File: src/rtl/parity_frame_ctrl_if.sv
// Word handshake and serial-line bundle for parity_frame_ctrl.
// master: drives in_valid/in_data/odd_sel; slave: drives in_ready/tx_out/busy/frame_done.
interface parity_frame_ctrl_if #(
    parameter int DATA_W = 8
);
    logic              in_valid;
    logic [DATA_W-1:0] in_data;
    logic              odd_sel;
    logic              in_ready;
    logic              tx_out;
    logic              busy;
    logic              frame_done;

    modport master (
        output in_valid,
        output in_data,
        output odd_sel,
        input  in_ready,
        input  tx_out,
        input  busy,
        input  frame_done
    );

    modport slave (
        input  in_valid,
        input  in_data,
        input  odd_sel,
        output in_ready,
        output tx_out,
        output busy,
        output frame_done
    );
endinterface

File: src/rtl/parity_frame_ctrl.sv
// Serial framer: start bit, DATA_W data bits LSB first, parity bit, stop bit.
// Ports: clk, reset (sync, active-high), bus (slave side of parity_frame_ctrl_if).
module parity_frame_ctrl #(
    parameter int DATA_W     = 8,
    parameter int BIT_CYCLES = 4
) (
    input  logic                clk,
    input  logic                reset,
    parity_frame_ctrl_if.slave  bus
);
    localparam int CNT_W = (BIT_CYCLES > 1) ? $clog2(BIT_CYCLES) : 1;
    localparam int IDX_W = (DATA_W > 1) ? $clog2(DATA_W) : 1;
    localparam logic [CNT_W-1:0] CNT_LAST = CNT_W'(BIT_CYCLES - 1);
    localparam logic [IDX_W-1:0] IDX_LAST = IDX_W'(DATA_W - 1);

    typedef enum logic [2:0] {
        IDLE,
        START,
        DATA,
        PARITY,
        STOP
    } state_t;

    state_t            state;
    state_t            state_nxt;
    logic [CNT_W-1:0]  cyc_cnt;
    logic [CNT_W-1:0]  cyc_cnt_nxt;
    logic [IDX_W-1:0]  bit_idx;
    logic [IDX_W-1:0]  bit_idx_nxt;
    logic [DATA_W-1:0] data_q;
    logic              par_q;
    logic              tx_q;
    logic              done_q;
    logic              tx_nxt;
    logic              done_nxt;
    logic              accept;
    logic              last_cyc;

    assign accept   = (state == IDLE) && bus.in_valid;
    assign last_cyc = (cyc_cnt == CNT_LAST);

    always_comb begin
        state_nxt   = state;
        cyc_cnt_nxt = cyc_cnt;
        bit_idx_nxt = bit_idx;
        unique case (state)
            IDLE: begin
                if (bus.in_valid) begin
                    state_nxt   = START;
                    cyc_cnt_nxt = '0;
                    bit_idx_nxt = '0;
                end
            end
            START: begin
                if (last_cyc) begin
                    state_nxt   = DATA;
                    cyc_cnt_nxt = '0;
                end else begin
                    cyc_cnt_nxt = cyc_cnt + 1'b1;
                end
            end
            DATA: begin
                if (last_cyc) begin
                    cyc_cnt_nxt = '0;
                    if (bit_idx == IDX_LAST) begin
                        state_nxt   = PARITY;
                        bit_idx_nxt = '0;
                    end else begin
                        bit_idx_nxt = bit_idx + 1'b1;
                    end
                end else begin
                    cyc_cnt_nxt = cyc_cnt + 1'b1;
                end
            end
            PARITY: begin
                if (last_cyc) begin
                    state_nxt   = STOP;
                    cyc_cnt_nxt = '0;
                end else begin
                    cyc_cnt_nxt = cyc_cnt + 1'b1;
                end
            end
            STOP: begin
                if (last_cyc) begin
                    state_nxt   = IDLE;
                    cyc_cnt_nxt = '0;
                end else begin
                    cyc_cnt_nxt = cyc_cnt + 1'b1;
                end
            end
            default: begin
                state_nxt   = IDLE;
                cyc_cnt_nxt = '0;
                bit_idx_nxt = '0;
            end
        endcase
    end

    // Line level and done pulse are computed from the next state so that
    // the registered outputs line up with the state they describe.
    always_comb begin
        tx_nxt   = 1'b1;
        done_nxt = 1'b0;
        unique case (state_nxt)
            IDLE:    tx_nxt = 1'b1;
            START:   tx_nxt = 1'b0;
            DATA:    tx_nxt = data_q[bit_idx_nxt];
            PARITY:  tx_nxt = par_q;
            STOP: begin
                tx_nxt   = 1'b1;
                done_nxt = (cyc_cnt_nxt == CNT_LAST);
            end
            default: tx_nxt = 1'b1;
        endcase
    end

    always_ff @(posedge clk) begin
        if (reset) begin
            state   <= IDLE;
            cyc_cnt <= '0;
            bit_idx <= '0;
            tx_q    <= 1'b1;
            done_q  <= 1'b0;
        end else begin
            state   <= state_nxt;
            cyc_cnt <= cyc_cnt_nxt;
            bit_idx <= bit_idx_nxt;
            tx_q    <= tx_nxt;
            done_q  <= done_nxt;
        end
    end

    // Word and parity are frozen at accept; later input changes are ignored.
    always_ff @(posedge clk) begin
        if (reset) begin
            data_q <= '0;
            par_q  <= 1'b0;
        end else if (accept) begin
            data_q <= bus.in_data;
            par_q  <= (^bus.in_data) ^ bus.odd_sel;
        end
    end

    assign bus.in_ready   = (state == IDLE);
    assign bus.busy       = (state != IDLE);
    assign bus.tx_out     = tx_q;
    assign bus.frame_done = done_q;
endmodule

File: src/flat_wrapper.sv
// flat-port wrapper written by rule: the top's interface ports become plain ports
module parity_frame_ctrl_flat 
#(
    parameter int DATA_W     = 8,
    parameter int BIT_CYCLES = 4
)
  (clk, reset, bus_in_valid, bus_in_data, bus_odd_sel, bus_in_ready, bus_tx_out, bus_busy, bus_frame_done);
  parity_frame_ctrl_if #(.DATA_W(DATA_W)) bus_i ();
  input  logic clk;
  input  logic reset;
  input wire logic [$bits(bus_i.in_valid)-1:0] bus_in_valid;
  input wire logic [$bits(bus_i.in_data)-1:0] bus_in_data;
  input wire logic [$bits(bus_i.odd_sel)-1:0] bus_odd_sel;
  output wire logic [$bits(bus_i.in_ready)-1:0] bus_in_ready;
  output wire logic [$bits(bus_i.tx_out)-1:0] bus_tx_out;
  output wire logic [$bits(bus_i.busy)-1:0] bus_busy;
  output wire logic [$bits(bus_i.frame_done)-1:0] bus_frame_done;
  assign bus_i.in_valid = bus_in_valid;
  assign bus_i.in_data = bus_in_data;
  assign bus_i.odd_sel = bus_odd_sel;
  assign bus_in_ready = bus_i.in_ready;
  assign bus_tx_out = bus_i.tx_out;
  assign bus_busy = bus_i.busy;
  assign bus_frame_done = bus_i.frame_done;
  parity_frame_ctrl #(.DATA_W(DATA_W), .BIT_CYCLES(BIT_CYCLES)) u_core (.clk(clk), .reset(reset), .bus(bus_i));
endmodule
File: config.mk
export PLATFORM = sky130hd
export DESIGN_NAME = parity_frame_ctrl_flat
export DESIGN_NICKNAME = d
export VERILOG_FILES = /design/src/rtl/parity_frame_ctrl_if.sv /design/src/rtl/parity_frame_ctrl.sv /design/src/flat_wrapper.sv
export SDC_FILE = /design/constraint.sdc
export NUM_CORES = 1
export LEC_CHECK = 0
export ABC_AREA = 1
export CAP_MARGIN = 20
export CELL_PAD_IN_SITES_DETAIL_PLACEMENT = 1
export CELL_PAD_IN_SITES_GLOBAL_PLACEMENT = 1
export CORE_UTILIZATION = 30
export CTS_CLUSTER_SIZE = 10
export DETAILED_ROUTE_END_ITERATION = 6
export GPL_TIMING_DRIVEN = 0
export HOLD_SLACK_MARGIN = 0.12
export PLACE_DENSITY_LB_ADDON = 0.1
export SYNTH_ARGS = -nofsm -noshare
export SYNTH_HDL_FRONTEND = slang
export SYNTH_SLANG_ARGS = --single-unit
File: constraint.sdc
create_clock -name clk -period 4 [get_ports clk]
set_clock_uncertainty 0.05 [all_clocks]
set_input_delay 0.8 -clock clk [delete_from_list [all_inputs] [get_ports clk]]
set_output_delay 0.8 -clock clk [all_outputs]
set_load 0.005 [all_outputs]
==> run metrics <==
die span in x 64.1 µm; sequential element share of the synthesized area 0.328; maximum clock path buffer count 2; Worst setup startpoint u_core.state[0]; Crit Reg-Reg Startpoint u_core.bit_idx[0]; count of buffers from port buffering 15; placed standard-cell area 1370 µm²; number of failing setup endpoints in the final timing report 0; clock sink count 19; final weighted congestion in routability-driven placement 0.731; CTS H-Tree Depth 1; unrepaired setup endpoints after global routing no; final instance area 1410 µm²; Top Ports 16; core area 3690 µm²; total track usage 0.157; path type of the worst min-delay path reg2reg; insertion delay to the later sink of the worst-skew pair 0.25 ns; Multi-input gate area 671 µm²; Crit path largest cell delay 0.49 ns; layout-stage area growth over the synthesis result 22.0%; register clock-pin slew on the reported worst setup and hold paths 0.07 ns; Mean Syn Cell Area 7.43 µm²; Antenna Nets Post-Route 0; Top Family by Delay on Critical Path buffers and inverters; total power density per cell area 301 nW/µm²; largest driver fanout on the critical path 6; first drt pass iteration count 4; final total negative setup slack 0 ns; cell with the largest stage delay on the worst path sky130_fd_sc_hd__clkdlybuf4s50_1; critical path buffer and inverter count 2; final-layout worst hold slack 0.406 ns; TritonCTS clock tree yes; row cnt 22; Mapped Cells 156; crit share post-route 0.585; number of CTS-inserted buffers 3; Iter 0 DRT Violations 24; largest net degree at the start of global routing 11; net count reported at finish 191; Layout fillers 469; startpoint-to-endpoint class of the critical path reg2out; initial antenna violation count 0; combined area of all synthesized cells 1160 µm²; count of instances resized after the clock tree is built 0; MaxCap Viol Count 0; overall power after layout 0.426 mW; via count of the first global-routing pass 1101; data arrival at the endpoint of the critical path 1.49 ns; total area of sequential cells 380 µm²; Max VDD drop 0.0955 mV; first-pass GRT wire length 4.95 mm; Worst Path Required 3.15 ns; P_leak 0.621 nW; post-DR vias/cell 4.66; wire length after detailed routing 2.67 mm; outcome finished clean; die outline height 64.1 µm; CP endpoint kind output port; number of DRC violations after detailed routing 0; cell breakdown of the critical path nor2_4, nand2_4, inv_1, clkdlybuf4s50_1; initial cell density of the core 0.314; Die ar. 4110 µm²; count of cell types in the netlist 31; final critical path time including I/O delays and setup 2.34 ns; net count after synthesis 171; number of synthesized register bits 19; layout cells sized above 1 0.160; CTS Hold Buffers Added 0; antenna cells 0; vias post-DR 1039; max-slew headroom at the worst pin 0.759; category of the worst setup path launch point flip-flop; Highest Clock Rate 427 MHz; hold violation total from the final report 0; total global routing overflow 0; transition time at the pin with the least slew margin 0.362 ns; Worst Min Path Start u_core.data_q[5]; post-layout utilization of the core 0.383; Routed WL per cell 12.0 µm; post-CTS setup-driven buffer insertion count 0; total number of yosys warnings 0; placed wire-length estimate 2.21 mm; root buffer cell sky130_fd_sc_hd__clkbuf_8; Max Slew Vio Count 0
==> power breakdown <==
| group | leakage [nW] | switching (mW) | internal (mW) |
|---|---|---|---|
| combinational | 0.443 | 0.0446 | 0.0386 |
| clock | 0.0228 | 0.0639 | 0.0707 |
| sequential | 0.156 | 0.00725 | 0.201 |
| total | 0.621 | 0.116 | 0.310 |
==> kinds of logic after synthesis <==
family	count (synthesis)	synth area share
flops	19	0.328
simple gates	79	0.392
buf+inv	28	0.0929
compound gates	21	0.109
xor+xnor	6	0.0454
fa+ha+maj	3	0.0324
==> synth_stat cells <==
cell / number / area (µm²)
sky130_fd_sc_hd__nor2_4: 4 / 45.0
sky130_fd_sc_hd__o21a_1: 1 / 7.51
sky130_fd_sc_hd__a22oi_1: 2 / 15.0
sky130_fd_sc_hd__inv_2: 4 / 15.0
sky130_fd_sc_hd__a21oi_1: 5 / 25.0
sky130_fd_sc_hd__nor3_1: 1 / 5.00
sky130_fd_sc_hd__o21ai_2: 1 / 8.76
sky130_fd_sc_hd__nand2_2: 3 / 18.8
sky130_fd_sc_hd__nand3_2: 2 / 20.0
sky130_fd_sc_hd__nor2_2: 1 / 6.26
sky130_fd_sc_hd__nand4_4: 1 / 21.3
sky130_fd_sc_hd__nand2_1: 27 / 101
sky130_fd_sc_hd__buf_2: 2 / 10.0
sky130_fd_sc_hd__dfxtp_1: 19 / 380
sky130_fd_sc_hd__xnor2_1: 4 / 35.0
sky130_fd_sc_hd__nand3b_1: 1 / 7.51
sky130_fd_sc_hd__nand2_4: 2 / 22.5
sky130_fd_sc_hd__o221ai_1: 1 / 8.76
sky130_fd_sc_hd__o21ai_1: 2 / 10.0
sky130_fd_sc_hd__nand3_1: 9 / 45.0
sky130_fd_sc_hd__o2111ai_1: 1 / 8.76
sky130_fd_sc_hd__o211ai_1: 1 / 7.51
sky130_fd_sc_hd__nand4_1: 4 / 25.0
sky130_fd_sc_hd__o21ai_0: 7 / 35.0
sky130_fd_sc_hd__or2_2: 2 / 12.5
sky130_fd_sc_hd__inv_1: 21 / 78.8
sky130_fd_sc_hd__nand3_4: 3 / 52.6
sky130_fd_sc_hd__clkbuf_1: 1 / 3.75
sky130_fd_sc_hd__xor2_1: 2 / 17.5
sky130_fd_sc_hd__ha_1: 3 / 37.5
sky130_fd_sc_hd__nor2_1: 19 / 71.3
==> routing by layer <==
layer	share of wire	wire length, µm	vias up	track usage
met5	0	0	-	0
met4	0.0067	18	0	0.0417
met3	0.023	62	2	0.0268
met2	0.52	1400	12	0.301
met1	0.45	1200	485	0.175
li1	-	-	540	-
==> cell type report <==
type,count,area share
repair buffers,15,0.106
plain buffers,3,0.00973
multi-input cells,109,0.474
clock buffers,4,0.0319
well taps,48,0.0425
flip-flops and latches,19,0.269
inverters,25,0.0664
==> stage by stage <==
stage	instances	setup slack [ns]
6_report	223	1.66
5_1_grt	223	1.56
3_5_place_dp	219	1.61
4_1_cts	223	1.64
3_3_place_gp	219	1.66
2_1_floorplan	156	2.26
==> state kept, by name, indices dropped and copies added (netlist names) <==
| register | cells |
|---|---|
| u_core.data_q | 8 |
| u_core.bit_idx | 3 |
| u_core.state | 3 |
| u_core.cyc_cnt | 2 |
| u_core.bus.frame_done | 1 |
| u_core.bus.tx_out | 1 |
| u_core.par_q | 1 |
==> layout by cell type (no fill, tap or decap), types with 5 or more instances in the layout <==
| cell | count |
|---|---|
| sky130_fd_sc_hd__nor2_1 | 19 |
| sky130_fd_sc_hd__nand2_1 | 27 |
| sky130_fd_sc_hd__nand3_1 | 9 |
| sky130_fd_sc_hd__dfxtp_1 | 19 |
| sky130_fd_sc_hd__clkdlybuf4s50_1 | 15 |
| sky130_fd_sc_hd__a21oi_1 | 5 |
| sky130_fd_sc_hd__inv_1 | 21 |
| sky130_fd_sc_hd__o21ai_0 | 7 |
==> worst min-delay path, delay by kind of cell (launching register included) <==
family	cells	cell delay [ns]
buffers and inverters	1	0.06
flip-flops	1	0.30
AO/OA/AOI/OAI	1	0.05
==> worst paths after layout <==
path                       endpoint  slack (ns)  cells past startpoint
setup reg to reg  u_core.bus.tx_out        2.15                     12
hold / removal     u_core.data_q[5]        0.41                      2
setup / recovery       bus_in_ready        1.66                      4
hold reg to reg    u_core.data_q[5]        0.41                      2
(Power assumes the default switching activity.)
==> patch: new RTL, config.mk and constraints unchanged <==
`DATA_W` is set to 8 in 3 places; all go to 4.
--- a/src/rtl/parity_frame_ctrl_if.sv
+++ b/src/rtl/parity_frame_ctrl_if.sv
@@ -1,7 +1,7 @@
 // Word handshake and serial-line bundle for parity_frame_ctrl.
 // master: drives in_valid/in_data/odd_sel; slave: drives in_ready/tx_out/busy/frame_done.
 interface parity_frame_ctrl_if #(
-    parameter int DATA_W = 8
+    parameter int DATA_W = 4
 );
     logic              in_valid;
     logic [DATA_W-1:0] in_data;
--- a/src/rtl/parity_frame_ctrl.sv
+++ b/src/rtl/parity_frame_ctrl.sv
@@ -1,7 +1,7 @@
 // Serial framer: start bit, DATA_W data bits LSB first, parity bit, stop bit.
 // Ports: clk, reset (sync, active-high), bus (slave side of parity_frame_ctrl_if).
 module parity_frame_ctrl #(
-    parameter int DATA_W     = 8,
+    parameter int DATA_W     = 4,
     parameter int BIT_CYCLES = 4
 ) (
     input  logic                clk,
--- a/src/flat_wrapper.sv
+++ b/src/flat_wrapper.sv
@@ -1,7 +1,7 @@
 // flat-port wrapper written by rule: the top's interface ports become plain ports
 module parity_frame_ctrl_flat 
 #(
-    parameter int DATA_W     = 8,
+    parameter int DATA_W     = 4,
     parameter int BIT_CYCLES = 4
 )
   (clk, reset, bus_in_valid, bus_in_data, bus_odd_sel, bus_in_ready, bus_tx_out, bus_busy, bus_frame_done);
Interface: changed (resized bus_in_data); port bits go from 16 to 12. No check against the original RTL was run, so the function may have changed too.
==> patch against the unedited design <==
  * Register-to-register slack gained 0.28 ns
  * Total power shrank 27%
  * Utilization grew 1.6 points
  * Design area shrank 28%
  * Worst setup slack lost 0.097 ns
  * Synthesized area shrank 27%
  * Critical path depth grew 1
  * Routed wire length shrank 25%
  * Sequential share of layout area grew 0.45 points
  * Sequential cell count shrank 5
  * Combinational power shrank 33%
  * Largest power group unchanged
==> patch: results (changes against the unedited design) <==
grt:
  antenna_found_initial: 0  # unchanged
  gr-total-overflow: 0  # unchanged
  grt_use_total_pct: 16.3  # was 15.7%
  grt_max_degree: 11  # unchanged
  grt_pass1_wl_mm: 3.44  # was 4.95 mm
detailed_routing:
  dr.first_iter.drc_count: 0  # was 24
  num_vias: 833  # was 1039
  dr.pass1.iters: 1  # was 4
  routed_wirelength_mm: 2.02  # was 2.67 mm
logic_synthesis:
  synth_compound_area_share_pct: 9.97  # was 10.9%
  synth_area_leaders: "dfxtp_1, nand2_1, nand3_1"  # was dfxtp_1, nand2_1, inv_1
  synth_fp_nets: 133  # was 171
  synthTopCellsByCount: "nand2_1, nor2_1, dfxtp_1, inv_1, nand3_1"  # was nand2_1, inv_1, dfxtp_1, nor2_1, nand3_1
  muxShareOfSynthArea_pct: 0  # unchanged
  yosysWarningCount: 0  # unchanged
  synth_fa_ha_area_share_pct: 4.46  # was 3.24%
  synthArstFlopShare_pct: 0  # unchanged
  synth_area_per_cell_um2: 6.89  # was 7.43 um^2
  synth_xor_area_share_pct: 3.12  # was 4.54%
  ys_types: 24  # was 31
  ys_seq_area_share_pct: 33.3  # was 32.8%
run_status:
  run_status: "complete, no violations"  # unchanged
clock_tree:
  cts_buffers: 3  # unchanged
  clk_latency_ns: 0.29  # was 0.25 ns
  root_buffer: "clkbuf_4"  # was clkbuf_8
  cts-htree-levels: 1  # unchanged
  cts_resized: 0  # unchanged
  postCtsSetupBuffers: 0  # unchanged
  cts.path.max_buffers: 2  # unchanged
  clkTransAtPathRegs_ns: 0.09  # was 0.07 ns
finish:
  fillers: 340  # was 469
  biggestRegsByFlops: "u_core.data_q x4, u_core.state x3"  # was u_core.data_q x8, u_core.bit_idx x3, u_core.state x3
  final_layout_size_suffix_gt1_share_pct: 14.6  # was 16.0%
  diodes: 0  # unchanged
  num-nets-final: 149  # was 191
  final_cells: 167  # was 223
power:
  peakVddDrop_uv: 165  # was 95.5 uV
  leakage_nw: 0.446  # was 0.621 nW
  p_sw_w: 0.0000841  # was 0.000116 W
worst_hold_path:
  min_from: "u_core.data_q[0]"  # was u_core.data_q[5]
  min_path_type: "reg -> reg"  # unchanged
worst_setup_path:
  startpoint: "u_core.state[2]"  # was u_core.state[0]
  cp.arrival_ns: 1.59  # was 1.49 ns
  worstPathMaxFanout: 5  # was 6
  rr_startpoint: "u_core.bit_idx[0]"  # unchanged
  cp_slowest_cell: "clkdlybuf4s50_1"  # unchanged
  slowest_delay_ns: 0.49  # about the same
  critPathTopFamily: "buffers and inverters"  # unchanged
sta:
  slew_headroom_pct: 67.5  # was 75.9%
place:
  dp.final_hpwl_mm: 1.67  # was 2.21 mm
  dpl_cell_area_um2: 988  # was 1370 um^2
  dp_slack_ns: 1.81  # was 1.61 ns
  globalplace.congestion: 0.782  # was 0.731
  dpl.cell_count: 163  # was 219
  io_buffers: 11  # was 15
[patch: area by class of cell]
class / count / area (um^2) / area share, %
Inverter: 17 / 63.8 / 6.23
Sequential cell: 14 / 280 / 27.4
Multi-Input combinational cell: 90 / 493 / 48.1
Clock buffer: 4 / 36.3 / 3.54
Buffer: 1 / 3.75 / 0.366
Tap cell: 30 / 37.5 / 3.66
Timing Repair Buffer: 11 / 110 / 10.7
[patch: final timing paths]
| kind | to | slack [ns] | cells past startpoint |
|---|---|---|---|
| worst max-delay path | bus_busy | 1.56 | 5 |
| worst max register to register | u_core.bus.tx_out | 2.43 | 9 |
| worst min-delay path | u_core.data_q[0] | 0.42 | 2 |
| worst min register to register | u_core.data_q[0] | 0.42 | 2 |
[patch: power by group through the flow]
stage / Clock, W / Sequential (W) / Combinational (W)
6_report: 0.000105 / 0.000151 / 0.0000558
5_1_grt: 0.000116 / 0.000153 / 0.0000629
4_1_cts: 0.000109 / 0.000151 / 0.0000569
3_5_place_dp: 0 / 0.000155 / 0.0000567
3_3_place_gp: 0 / 0.000154 / 0.0000559
2_1_floorplan: 0 / 0.000154 / 0.0000353
[patch: cell families after synthesis]
family / count (synthesis)
xor+xnor: 3
flops: 14
simple gates: 70
buf+inv: 18
fa+ha+maj: 3
compound gates: 14
[patch: worst min-delay path, delay by kind of cell, from the launching register on]
kind	cells	cell delay, ns
flops	1	0.32
compound gates	1	0.05
simple gates	1	0.06
[patch: stage by stage]
step	power (W)	hold WS [ns]	utilization, %
floorplan	0.000189	0.392	-
global placement	0.000210	0.411	38.5
detailed placement	0.000211	0.409	38.5
CTS	0.000317	0.423	39.9
global route	0.000331	0.458	39.9
finish	0.000312	0.424	39.9
[patch: per-layer routing]
layer / global-route usage [%] / wire length, um / part of all wire [%]
met4: 7.50 / 45 / 2.2
met1: 18.4 / 924 / 46
met2: 28.9 / 997 / 49
met3: 3.55 / 50 / 2.5
met5: 0 / 0 / 0
